`config.mk`:
```
export PLATFORM = sky130hd
export DESIGN_NAME = spike_rate_encoder
export DESIGN_NICKNAME = d
export VERILOG_FILES = /design/src/rtl/spiker_enc_pkg.sv /design/src/rtl/spike_accum_channel.sv /design/src/rtl/spike_rate_encoder.sv
export SDC_FILE = /design/constraint.sdc
export NUM_CORES = 1
export LEC_CHECK = 0
export BUFFER_PORTS_ARGS = -buffer_cell sky130_fd_sc_hd__buf_4
export CAP_MARGIN = 25
export CORE_ASPECT_RATIO = 0.8
export CORE_MARGIN = 2
export CORE_UTILIZATION = 45
export DETAILED_ROUTE_END_ITERATION = 6
export SYNTH_ARGS = -nofsm -noshare
export SYNTH_HDL_FRONTEND = slang
export SYNTH_SLANG_ARGS = --single-unit
export TNS_END_PERCENT = 100
```
`constraint.sdc`:
```
create_clock -name clk -period 5.8 [get_ports clk]
set_input_delay 0.58 -clock clk [delete_from_list [all_inputs] [get_ports clk]]
set_output_delay 0.58 -clock clk [all_outputs]
set_load 0.03 [all_outputs]
```
`src/rtl/spiker_enc_pkg.sv`:
```
// ============================================================================
// Module  : spiker_enc_pkg
// Purpose : Shared state encoding for the spike rate encoder.
// Revision: 1.0 - initial release
// ============================================================================
`default_nettype none

package spiker_enc_pkg;

  typedef enum logic [0:0] {
    ENC_IDLE = 1'b0,
    ENC_RUN  = 1'b1
  } enc_state_t;

endpackage : spiker_enc_pkg

`default_nettype wire

```
`src/rtl/spike_accum_channel.sv`:
```
// ============================================================================
// Module  : spike_accum_channel
// Purpose : One pixel phase accumulator; the accumulator carry-out is the spike.
// Revision: 1.0 - initial release
// ============================================================================
`default_nettype none

module spike_accum_channel #(
  parameter int PIX_W = 8
) (
  input  logic             clk,
  input  logic             rst_n,
  input  logic             load,
  input  logic             step,
  input  logic             clear,
  input  logic [PIX_W-1:0] pix_in,
  output logic             spike
);

  logic [PIX_W-1:0] r_pix;
  logic [PIX_W-1:0] r_acc;
  logic             r_spike;
  logic [PIX_W:0]   w_sum;

  assign w_sum = {1'b0, r_acc} + {1'b0, r_pix};

  // Load is step 1 from a zero accumulator, so it can never carry.
  always_ff @(posedge clk or negedge rst_n) begin
    if (!rst_n) begin
      r_pix   <= '0;
      r_acc   <= '0;
      r_spike <= 1'b0;
    end else if (load) begin
      r_pix   <= pix_in;
      r_acc   <= pix_in;
      r_spike <= 1'b0;
    end else if (clear) begin
      r_acc   <= '0;
      r_spike <= 1'b0;
    end else if (step) begin
      r_acc   <= w_sum[PIX_W-1:0];
      r_spike <= w_sum[PIX_W];
    end
  end

  assign spike = r_spike;

endmodule : spike_accum_channel

`default_nettype wire

```
`src/rtl/spike_rate_encoder.sv`:
```
// ============================================================================
// Module  : spike_rate_encoder
// Purpose : Converts a pixel frame into N_CYCLES rate-coded spike vectors
//           delivered over the sample/sample_ready handshake.
// Revision: 1.0 - initial release
// ============================================================================
`default_nettype none

module spike_rate_encoder
  import spiker_enc_pkg::*;
#(
  parameter int N_INPUTS = 8,
  parameter int PIX_W    = 8,
  parameter int N_CYCLES = 10,
  parameter int CNT_W    = 5
) (
  input  logic                      clk,
  input  logic                      rst_n,
  input  logic                      frame_valid,
  output logic                      frame_ready,
  input  logic [N_INPUTS*PIX_W-1:0] frame_data,
  input  logic                      sample,
  output logic                      sample_ready,
  output logic [N_INPUTS-1:0]       in_spikes,
  output logic                      frame_done,
  output logic                      underrun
);

  localparam int             FRAME_W = N_INPUTS * PIX_W;
  localparam logic [CNT_W-1:0] C_LAST = CNT_W'(N_CYCLES);

  enc_state_t       r_state;
  logic [CNT_W-1:0] r_count;
  logic             r_frame_done;
  logic             r_underrun;

  logic w_load;
  logic w_consume;
  logic w_last;
  logic w_step;
  logic w_clear;

  assign frame_ready  = (r_state == ENC_IDLE);
  assign sample_ready = (r_state == ENC_RUN);

  assign w_load    = frame_valid && (r_state == ENC_IDLE);
  assign w_consume = sample && (r_state == ENC_RUN);
  assign w_last    = (r_count == C_LAST);
  assign w_step    = w_consume && !w_last;
  assign w_clear   = w_consume && w_last;

  always_ff @(posedge clk or negedge rst_n) begin
    if (!rst_n) begin
      r_state      <= ENC_IDLE;
      r_count      <= '0;
      r_frame_done <= 1'b0;
      r_underrun   <= 1'b0;
    end else begin
      r_frame_done <= 1'b0;
      // A sample arriving on a load edge is still an underrun.
      r_underrun   <= sample && (r_state != ENC_RUN);
      case (r_state)
        ENC_IDLE: begin
          if (w_load) begin
            r_count <= CNT_W'(1);
            r_state <= ENC_RUN;
          end
        end
        ENC_RUN: begin
          if (w_clear) begin
            r_count      <= '0;
            r_frame_done <= 1'b1;
            r_state      <= ENC_IDLE;
          end else if (w_step) begin
            r_count <= r_count + CNT_W'(1);
          end
        end
        default: r_state <= ENC_IDLE;
      endcase
    end
  end

  generate
    for (genvar gi = 0; gi < N_INPUTS; gi++) begin : g_chan
      spike_accum_channel #(
        .PIX_W (PIX_W)
      ) u_chan (
        .clk    (clk),
        .rst_n  (rst_n),
        .load   (w_load),
        .step   (w_step),
        .clear  (w_clear),
        .pix_in (frame_data[gi*PIX_W +: PIX_W]),
        .spike  (in_spikes[gi])
      );
    end : g_chan
  endgenerate

  assign frame_done = r_frame_done;
  assign underrun   = r_underrun;

  // Keeps the frame-width helper tied to the port width it describes.
  if (FRAME_W != $bits(frame_data)) begin : g_width_guard
    $error("frame_data width mismatch");
  end : g_width_guard

endmodule : spike_rate_encoder

`default_nettype wire
```
==> run metrics <==
average vias per placed instance=5.155; fin area=9346 µm²; CP endpoint kind=flip-flop; hold buffers post-CTS=0; Async SR Flop Fraction=100.0%; CP max-delay cell=buf_4; Yosys warnings=0; drt first pass iters=5; vias in the first global route=5894; Worst Path Arrival=3270 ps; Core Rows=43; Synth Area in XOR/XNOR=5.226%; Worst Tran Pin Value=843.7 ps; Req. time, crit path=6150 ps; die area=18970 µm²; Overall Global Routing Usage=18.56%; Final GP Congestion=0.7542; TritonCTS clock tree=done; worst-path maximum fanout=56; # diodes=0; Avg WL per Cell=14.43 µm; worst relative slew slack=43.75%; fin. max-slew vios=0; Lkg Pwr=4.672 nW; power per cell area=639.3 nW/µm²; Layout Skew=7.482 ps; drt drc=0; compound-gate portion of the synthesized area=16.86%; dpl hpwl=10700 µm; Max VDD drop=0.2138 mV; area of the core=17430 µm²; #FFs+latches synth=144; worst min path class=in -> async; Routed Antenna Nets=0; fin cells=1158; number of CTS-inserted buffers=17; post-layout net count=1065; Max Cap Viol=0; fmax=342.7 MHz; main combinational cell family by area after synthesis=compound AO/OA/AOI/OAI gates; post-layout minimum cycle time=2918 ps; layout cells sized above 1=13.18%; CP Class=reg -> reg; worst skew pair latency=420 ps; I/O Buffers=79; H-Tree Depth=4; Cell Area, Placed=8742 µm²; cells after synthesis=858; first-pass GRT wire length=28410 µm; total global routing overflow=0; setup ws final=2882 ps; Initial Util=46.15%; CP peak stage delay=660 ps; # fillers=1625; Yosys cell types=43; Die Ht=123.6 µm; final hold viol count=0; RSZ-0062 raised after global routing=no; EDFF count, synth=0; mux cell area share after synthesis=0%; # setup viols final=0; Reg clk slew, reported paths=60 ps; dpl cells=1128; largest net degree at the start of global routing=84; synthesized area=8044 µm²; Die W=153.5 µm; CTS root buffer=clkbuf_16; Core Util, Final=53.62%; Worst Setup Start Kind=flip-flop; ys flop type=dfrtp_1; synthesized-area fraction occupied by and/or/nand/nor cells=16.86%; Vias=5970; period utilization=50.31%; drt first-iter violations=249; I/O pin cnt=80; Seq. cell area=3603 µm²; drt total wl=16710 µm; Post-CTS Setup Bufs=0; outcome=completed; post-synthesis adder-cell area fraction=12.26%; # clock sinks=144; cts repair resizes=0; CP Cell Sequence=nand2b_2, buf_4, nand3_4, buf_12, o21ai_0, nor2b_1; register area share after synthesis=44.80%; pre-CTS WS=2564 ps; area grow syn2layout=16.19%; multi-input logic area=4129 µm²; CTS Buffer Depth=2; syn_nets=1000; initial antenna violation count=0; Post-Syn Area per Cell=9.375 µm²; setup TNS=0 ps
[flip-flops by register name, indices dropped and copies added, names as in the netlist]
| signal | cells |
|---|---|
| frame_done | 1 |
| g_chan.u_chan.r_acc | 64 |
| g_chan.u_chan.spike | 8 |
| g_chan.u_chan.r_pix | 64 |
| underrun | 1 |
| r_count | 5 |
| sample_ready | 1 |
[synthesized netlist by cell type, drive strengths merged (8+ instances only)]
library cell | instances | share of area, %
nand2 | 262 | 12
dfrtp | 144 | 45
ha | 66 | 10
o211ai | 60 | 5.6
nor2 | 36 | 1.7
a21oi | 33 | 2.3
buf | 33 | 2.6
xor2 | 33 | 3.6
o21ai | 27 | 1.7
inv | 25 | 1.2
nor3 | 17 | 1.1
a21o | 15 | 1.4
xnor2 | 15 | 1.6
a211oi | 12 | 1.2
a31oi | 10 | 0.78
fa | 8 | 2.0
o21bai | 8 | 0.75
[critical path: cells and delay by family, from the launching register on]
kind / cells / cell delay (ps)
AOI/OAI and AO/OA: 1 / 170
and+or+nand+nor: 3 / 1050
buffers and inverters: 2 / 1020
DFF: 1 / 570
[path summary, 6_finish.rpt]
kind                                            from                         to  slack [ps]  cells after the start
hold reg to reg            g_chan[7].u_chan.r_pix[6]  g_chan[7].u_chan.r_pix[6]         480                      2
setup / recovery                        sample_ready     g_chan[4].u_chan.spike        2880                      6
setup reg to reg                        sample_ready     g_chan[4].u_chan.spike        2880                      6
hold / removal                                 rst_n  g_chan[3].u_chan.r_pix[1]         200                      1
max in group asynchronous                      rst_n  g_chan[4].u_chan.r_acc[7]        4280                      2
min in group clk                      frame_data[22]  g_chan[2].u_chan.r_pix[6]         360                      3
[power breakdown]
group	total, mW	leakage, nW	internal [mW]	switching, mW
sequential	1.82	1.79	1.50	0.315
combinational	3.05	2.59	1.38	1.67
clock	1.11	0.291	0.701	0.405
[per-layer routing]
metal	track usage, %	share of wire, %	vias to the layer above	wire (µm)
met4	5.562	0.55	0	92
met2	28.17	43	94	7108
met5	0	0	-	0
met1	27.01	53	2784	8921
li1	-	-	3083	-
met3	3.793	3.5	9	585
[logic make-up (layout without fill, tap and decap cells)]
group / count (synthesis) / after routing
DFF: 144 / 144
adders and majority gates: 74 / 74
AOI/OAI and AO/OA: 192 / 192
xor gates and xnor gates: 48 / 48
and+or+nand+nor: 336 / 336
buffers and inverters: 64 / 139
[cell type report]
class | instances | share of cell area, %
timing repair buffer | 85 | 7.001
clock inverter | 7 | 1.178
tap | 225 | 3.012
multi-input combinational | 650 | 44.18
inverter | 25 | 1.004
sequential | 144 | 38.55
clock buffer | 22 | 5.074
[per-stage QoR]
stage               hold slack (ps)  total power, mW
detailed placement            469.9            4.877
CTS                           238.0            6.022
global placement              466.0            4.831
finish                        204.0            5.976
global route                  284.1            6.553
floorplan                     284.4            4.294
[layout by cell type (no fill, tap or decap), types with 25 or more instances in the layout]
| master | instances |
|---|---|
| a21oi_1 | 29 |
| o21ai_0 | 26 |
| ha_1 | 66 |
| nand2_1 | 261 |
| dfrtp_1 | 144 |
| xor2_1 | 33 |
| buf_4 | 83 |
| nor2_1 | 36 |
| inv_1 | 25 |
| o211ai_1 | 60 |
Power figures use the tool's default switching activity.
